**config.mk**
```make
export PLATFORM = sky130hd
export DESIGN_NAME = spi_master_nbit
export DESIGN_NICKNAME = d
export VERILOG_FILES = /design/src/rtl/spi_master_nbit_pkg.sv /design/src/rtl/spi_master_nbit_clk_gen.sv /design/src/rtl/spi_master_nbit.sv
export SDC_FILE = /design/constraint.sdc
export NUM_CORES = 1
export LEC_CHECK = 0
export BUFFER_PORTS_ARGS = -buffer_cell sky130_fd_sc_hd__buf_4
export CORE_AREA = 2 2 76 49
export DETAILED_ROUTE_END_ITERATION = 6
export DIE_AREA = 0 0 78 51
export GPL_TIMING_DRIVEN = 0
export PLACE_DENSITY = 0.7
export SETUP_SLACK_MARGIN = 0.2
export SLEW_MARGIN = 30
export SYNTH_ARGS = -nofsm -noshare
export SYNTH_HDL_FRONTEND = slang
export SYNTH_SLANG_ARGS = --single-unit
```
**constraint.sdc**
```tcl
create_clock -name clk -period 2.68 [get_ports clk]
set_input_delay 0.67 -clock clk [delete_from_list [all_inputs] [get_ports clk]]
set_output_delay 0.67 -clock clk [all_outputs]
set_load 0.05 [all_outputs]
```
**src/rtl/spi_master_nbit_pkg.sv**
```systemverilog
// ---------------------------------------------------------------------------
// spi_master_nbit_pkg
// Shared definitions for the parametrised SPI master and later SPI blocks:
//   - spi_state_e : transfer FSM state encoding (IDLE/SETUP/SHIFT/HOLD/DONE)
//   - MODE0..MODE3: SPI mode constants encoded as {CPOL, CPHA}
//   - cs_width()  : width of a chip-select index for a given line count
// ---------------------------------------------------------------------------
package spi_master_nbit_pkg;

    typedef enum logic [2:0] {
        ST_IDLE  = 3'd0,
        ST_SETUP = 3'd1,
        ST_SHIFT = 3'd2,
        ST_HOLD  = 3'd3,
        ST_DONE  = 3'd4
    } spi_state_e;

    localparam logic [1:0] MODE0 = 2'b00;
    localparam logic [1:0] MODE1 = 2'b01;
    localparam logic [1:0] MODE2 = 2'b10;
    localparam logic [1:0] MODE3 = 2'b11;

    // A single chip select still needs a 1-bit index port.
    function automatic int cs_width(input int num_cs);
        return (num_cs > 1) ? $clog2(num_cs) : 1;
    endfunction

endpackage

```
**src/rtl/spi_master_nbit_clk_gen.sv**
```systemverilog
// ---------------------------------------------------------------------------
// spi_master_nbit_clk_gen
// SCLK half-period timer. While en_i is high it emits a one-clk half_tick_o
// every CLK_DIV cycles; dropping en_i returns the counter to zero so every
// transfer starts from a full half-period.
// Ports:
//   clk         in  system clock
//   rst_n       in  asynchronous active-low reset
//   en_i        in  count enable (high while a transfer is in flight)
//   half_tick_o out one-cycle pulse on the last cycle of each half-period
// ---------------------------------------------------------------------------
module spi_master_nbit_clk_gen #(
    parameter int CLK_DIV = 4
) (
    input  logic clk,
    input  logic rst_n,
    input  logic en_i,
    output logic half_tick_o
);

    localparam int CNT_W = (CLK_DIV > 1) ? $clog2(CLK_DIV) : 1;
    localparam logic [CNT_W-1:0] CNT_LAST = CNT_W'(CLK_DIV - 1);

    logic [CNT_W-1:0] cnt_q;
    logic [CNT_W-1:0] cnt_d;
    logic             last;

    assign last        = (cnt_q == CNT_LAST);
    assign half_tick_o = en_i && last;

    always_comb begin
        cnt_d = cnt_q;
        if (!en_i || last) begin
            cnt_d = '0;
        end else begin
            cnt_d = cnt_q + 1'b1;
        end
    end

    always_ff @(posedge clk or negedge rst_n) begin
        if (!rst_n) begin
            cnt_q <= '0;
        end else begin
            cnt_q <= cnt_d;
        end
    end

endmodule

```
**src/rtl/spi_master_nbit.sv**
```systemverilog
// ---------------------------------------------------------------------------
// spi_master_nbit
// Full-duplex SPI master with configurable word width, SCLK divider,
// CPOL/CPHA, bit order and number of chip selects. One word per start:
// din is shifted out on MOSI while MISO is assembled into dout.
// Ports:
//   clk     in  system clock
//   rst_n   in  asynchronous active-low reset
//   start   in  transfer request, accepted in IDLE or in the DONE cycle
//   din     in  [DATA_W] transmit word, latched on the accepted start
//   cs_sel  in  [CS_W]   chip-select index, latched on the accepted start
//   MISO    in  serial data from the slave
//   SCLK    out serial clock (idles at CPOL)
//   MOSI    out serial data to the slave
//   CS_N    out [NUM_CS] active-low chip selects
//   dout    out [DATA_W] received word, valid from done until the next done
//   done    out one-cycle end-of-transfer pulse
//   busy    out high from the accepted start up to (not including) done
// ---------------------------------------------------------------------------
module spi_master_nbit
    import spi_master_nbit_pkg::*;
#(
    parameter int DATA_W    = 8,
    parameter int CLK_DIV   = 4,
    parameter int CPOL      = 0,
    parameter int CPHA      = 0,
    parameter int MSB_FIRST = 1,
    parameter int NUM_CS    = 1,
    localparam int CS_W     = cs_width(NUM_CS)
) (
    input  logic              clk,
    input  logic              rst_n,
    input  logic              start,
    input  logic [DATA_W-1:0] din,
    input  logic [CS_W-1:0]   cs_sel,
    input  logic              MISO,
    output logic              SCLK,
    output logic              MOSI,
    output logic [NUM_CS-1:0] CS_N,
    output logic [DATA_W-1:0] dout,
    output logic              done,
    output logic              busy
);

    localparam int BIT_W = $clog2(DATA_W);
    localparam logic [BIT_W-1:0] LAST_BIT = BIT_W'(DATA_W - 1);
    localparam logic [1:0] SPI_MODE  = {CPOL != 0, CPHA != 0};
    localparam logic       SCLK_IDLE = (CPOL != 0);
    // CPHA=0 modes sample on the leading edge and shift on the trailing one;
    // CPHA=1 modes do the reverse.
    localparam logic SAMPLE_LEAD = (SPI_MODE == MODE0) || (SPI_MODE == MODE2);
    localparam logic SHIFT_LEAD  = (SPI_MODE == MODE1) || (SPI_MODE == MODE3);

    // Bit-order helpers: the same ordering drives TX and RX so dout bit i
    // lines up with din bit i.
    function automatic logic tx_head(input logic [DATA_W-1:0] w);
        return (MSB_FIRST != 0) ? w[DATA_W-1] : w[0];
    endfunction

    function automatic logic [DATA_W-1:0] tx_shift(input logic [DATA_W-1:0] w);
        return (MSB_FIRST != 0) ? {w[DATA_W-2:0], 1'b0} : {1'b0, w[DATA_W-1:1]};
    endfunction

    function automatic logic [DATA_W-1:0] rx_shift(input logic [DATA_W-1:0] w,
                                                   input logic              b);
        return (MSB_FIRST != 0) ? {w[DATA_W-2:0], b} : {b, w[DATA_W-1:1]};
    endfunction

    // Out-of-range indices leave every line deasserted.
    function automatic logic [NUM_CS-1:0] cs_decode(input logic [CS_W-1:0] sel);
        logic [NUM_CS-1:0] v;
        v = '1;
        for (int i = 0; i < NUM_CS; i++) begin
            if (sel == CS_W'(i)) begin
                v[i] = 1'b0;
            end
        end
        return v;
    endfunction

    spi_state_e        state_q, state_d;
    logic              phase_q, phase_d;      // 0: leading half, 1: trailing half
    logic [BIT_W-1:0]  bit_q, bit_d;
    logic [DATA_W-1:0] tx_q, tx_d;
    logic [DATA_W-1:0] rx_q, rx_d;
    logic              mosi_q, mosi_d;
    logic              sclk_q, sclk_d;
    logic [NUM_CS-1:0] cs_n_q, cs_n_d;
    logic [DATA_W-1:0] dout_q, dout_d;
    logic              done_q, done_d;
    logic              busy_q, busy_d;
    logic              half_tick;
    logic              tick_en;

    assign tick_en = (state_q == ST_SETUP) || (state_q == ST_SHIFT) ||
                     (state_q == ST_HOLD);

    spi_master_nbit_clk_gen #(
        .CLK_DIV (CLK_DIV)
    ) u_clk_gen (
        .clk         (clk),
        .rst_n       (rst_n),
        .en_i        (tick_en),
        .half_tick_o (half_tick)
    );

    always_comb begin
        state_d = state_q;
        phase_d = phase_q;
        bit_d   = bit_q;
        tx_d    = tx_q;
        rx_d    = rx_q;
        mosi_d  = mosi_q;
        sclk_d  = sclk_q;
        cs_n_d  = cs_n_q;
        dout_d  = dout_q;

        unique case (state_q)
            // DONE shares the accept path so back-to-back words leave CS_N
            // high for exactly the one DONE cycle.
            ST_IDLE, ST_DONE: begin
                state_d = ST_IDLE;
                if (start) begin
                    state_d = ST_SETUP;
                    tx_d    = din;
                    mosi_d  = tx_head(din);
                    cs_n_d  = cs_decode(cs_sel);
                end
            end

            ST_SETUP: begin
                sclk_d = SCLK_IDLE;
                if (half_tick) begin
                    state_d = ST_SHIFT;
                    phase_d = 1'b0;
                    bit_d   = '0;
                    sclk_d  = ~SCLK_IDLE;
                    // First leading edge: CPHA=1 re-drives bit 0, so only
                    // the CPHA=0 sample happens here.
                    if (SAMPLE_LEAD) begin
                        rx_d = rx_shift(rx_q, MISO);
                    end
                end
            end

            ST_SHIFT: begin
                if (half_tick) begin
                    if (!phase_q) begin
                        // Trailing SCLK edge.
                        phase_d = 1'b1;
                        sclk_d  = SCLK_IDLE;
                        if (SHIFT_LEAD) begin
                            rx_d = rx_shift(rx_q, MISO);
                        end else if (bit_q != LAST_BIT) begin
                            tx_d   = tx_shift(tx_q);
                            mosi_d = tx_head(tx_shift(tx_q));
                        end
                    end else if (bit_q == LAST_BIT) begin
                        state_d = ST_HOLD;
                    end else begin
                        // Leading SCLK edge of the next bit.
                        bit_d   = bit_q + 1'b1;
                        phase_d = 1'b0;
                        sclk_d  = ~SCLK_IDLE;
                        if (SAMPLE_LEAD) begin
                            rx_d = rx_shift(rx_q, MISO);
                        end else begin
                            tx_d   = tx_shift(tx_q);
                            mosi_d = tx_head(tx_shift(tx_q));
                        end
                    end
                end
            end

            ST_HOLD: begin
                if (half_tick) begin
                    state_d = ST_DONE;
                    cs_n_d  = '1;
                    dout_d  = rx_q;
                end
            end

            default: begin
                state_d = ST_IDLE;
            end
        endcase

        busy_d = (state_d == ST_SETUP) || (state_d == ST_SHIFT) ||
                 (state_d == ST_HOLD);
        done_d = (state_d == ST_DONE);
    end

    always_ff @(posedge clk or negedge rst_n) begin
        if (!rst_n) begin
            state_q <= ST_IDLE;
            phase_q <= 1'b0;
            bit_q   <= '0;
            mosi_q  <= 1'b0;
            sclk_q  <= SCLK_IDLE;
            cs_n_q  <= '1;
            dout_q  <= '0;
            done_q  <= 1'b0;
            busy_q  <= 1'b0;
        end else begin
            state_q <= state_d;
            phase_q <= phase_d;
            bit_q   <= bit_d;
            mosi_q  <= mosi_d;
            sclk_q  <= sclk_d;
            cs_n_q  <= cs_n_d;
            dout_q  <= dout_d;
            done_q  <= done_d;
            busy_q  <= busy_d;
        end
    end

    // Shift registers carry data only; every word overwrites them fully.
    always_ff @(posedge clk) begin
        tx_q <= tx_d;
        rx_q <= rx_d;
    end

    assign SCLK = sclk_q;
    assign MOSI = mosi_q;
    assign CS_N = cs_n_q;
    assign dout = dout_q;
    assign done = done_q;
    assign busy = busy_q;

endmodule
```
==> metrics.csv <==
metric,value,unit
status,"finished, final reports clean",
DIE WIDTH,78,um
clock period minus worst slack,2180,ps
startpoint types,flip-flop,
area grow syn2layout,21.2,%
normalized max-slew margin,0.496,
clock root cell,clkbuf_8,
CTS H-tree lvls,2,
pwr dens,521,nW/um^2
Max Cap Viol,0,
number of core rows,17,
reg2reg path depth,5,
Max Freq,459,MHz
Tcrit/Tclk final,0.813,
setup slack at placement,487,ps
DRT iter0 DRCs,31,
core area,3400,sq um
fillers,290,
Post-DP HPWL,1.82,mm
CTS resizes,0,
post-DR vias/cell,5.01,
origin of the worst setup path,bit_q[0],
worst hold slack,263,ps
RSZ-0062 raised after global routing,no,
Post-CTS Hold Fix Bufs,0,
total number of vias,952,
number of synthesized flops with an enable pin,15,
CTS tree,built,
Final setup viols,0,
Synth Cell Area,1580,sq um
async set-reset flop share out of synthesis,0.595,
vias in the first global route,1010,
Ports,26,
Detailed Routing Iterations Pass 1,4,
Syn. warnings,0,
Nets,158,
Clock Sinks,37,
"CTS clk-pin slew, worst paths",70,ps
path type of the worst setup path,reg2reg,
Worst EP arrival,2350,ps
Pleak,0.853,nW
GR Util All Layers,0.151,
"Max FO, Critical Path",12,
crit path to,bit_q[0],
die area,3980,sq um
Post-CTS Setup Bufs,0,
Slew @ Worst Pin,756,ps
first-pass GRT wire length,4.53,mm
"commonest cells after routing, fill and taps aside","26 x buf_4, 21 x dfrtp_1, 16 x mux2_2, 15 x edfxtp_1",
R2R Setup Slk,500,ps
CTS Buffer Depth,2,
Clock Skew,4.03,ps
CTS buffer count,5,
cells after synthesis,110,
synthesized net count,126,
crit end category,flip-flop,
ys flop type,dfrtp_1,
Skew-Pair Late Insertion Delay,280,ps
register area share after synthesis,0.633,
"most common cell after layout, fill and taps aside",buf_4,
Antenna Cells,0,
largest net degree at the start of global routing,23,
cell area after layout,1920,sq um
initial core utilization,0.465,
Hold WC Path Type,in2async,
initial antenna violation count,0,
Post-Route Utilization,0.564,
antenna-violating nets left,0,
synth unique cells,37,
DRC errors left,0,
Mean Syn Cell Area,14.4,sq um
worst ir drop on vdd,0.352,mV
Sum Neg Setup Slack,0,ps
DIE HEIGHT,51,um
port bufs,25,
post-placement cell area,1830,sq um
setup ws final,501,ps
Final Hold Viols,0,
final wirelength,2.64,mm
Final GP Congestion,0.890,
gr ovfl total,0,
Synth Register Bits,37,
fraction of layout cells with a size suffix above 1,0.427,
Crit path required time,2850,ps
r2r startpoint,bit_q[0],
Routed WL per cell,13.9,um
"Slew Viols, Final",0,
worst reg2reg path endpoint,bit_q[0],
layer usage:
layer,vias up,share of wire,global-route usage
met4,0,0.014,0.0614
li1,464,-,-
met2,15,0.45,0.231
met5,-,0,0
met1,467,0.49,0.198
met3,6,0.042,0.0530
cell families (layout without fill, tap and decap cells):
group           after synthesis  count (layout)  share of synthesized area
xor+xnor                      1               1                    0.00553
fa+ha+maj                     3               3                     0.0237
buf+inv                      10              43                     0.0292
flops                        37              37                      0.633
mux                          19              19                      0.133
compound gates               14              14                     0.0727
simple gates                 26              26                      0.103
cell type report:
cell class / count / area [sq um] / area share
Sequential cell: 37 / 1000 / 0.522
Clock buffer: 5 / 68.8 / 0.0358
Timing Repair Buffer: 25 / 188 / 0.0977
Buffer: 5 / 27.5 / 0.0143
Multi-Input combinational cell: 63 / 536 / 0.279
Tap cell: 47 / 58.8 / 0.0306
Clock inverter: 3 / 21.3 / 0.0111
Inverter: 5 / 18.8 / 0.00977
per-stage QoR:
step | instances | total power [mW]
6_report | 190 | 1.00
3_5_place_dp | 182 | 0.625
4_1_cts | 190 | 1.01
2_1_floorplan | 110 | 0.604
5_1_grt | 190 | 1.04
3_3_place_gp | 182 | 0.625
registers in the layout, summed over array words and instances (netlist names):
signal and flops:
dout 8, rx_q 8, tx_q 7, bit_q 3
state_q 3, u_clk_gen.cnt_q 2, CS_N 1, MOSI 1
SCLK 1, busy 1, done 1, phase_q 1
critical path, stage by stage, from the launching register on:
cell and delay (ps):
dfrtp_1 400, ha_1 210, ha_1 230, nand4bb_1 220
a21oi_2 620, mux2_1 380
synth_stat cells, types with 2 or more instances:
master	number	area share
nor2b_1	2	0.0079
nand2b_1	2	0.0079
a221oi_1	2	0.011
o21ai_0	2	0.0063
buf_2	4	0.013
o31ai_1	2	0.0095
a21oi_1	3	0.0095
mux2_2	16	0.11
mux2i_1	2	0.013
dfrtp_1	21	0.33
nand2_1	5	0.012
nor3_1	2	0.0063
ha_1	3	0.024
inv_1	4	0.0095
nor2_1	4	0.0095
edfxtp_1	15	0.28
how the worst min path moves through the flow:
stage	end	cells past startpoint
CTS	bit_q[1]	1
detailed placement	rx_q[5]	0
global route	u_clk_gen.cnt_q[1]	1
global placement	rx_q[6]	0
floorplan	MOSI	0
finish	SCLK	1
report_power, final:
part	total [mW]	switching (mW)	leakage (nW)	internal, mW
registers	0.587	0.000383	0.418	0.587
logic	0.0252	0.0122	0.391	0.0130
clock network	0.387	0.203	0.0445	0.184
total	1.00	0.216	0.853	0.784
Note: power is estimated with default switching activity, not from simulation.
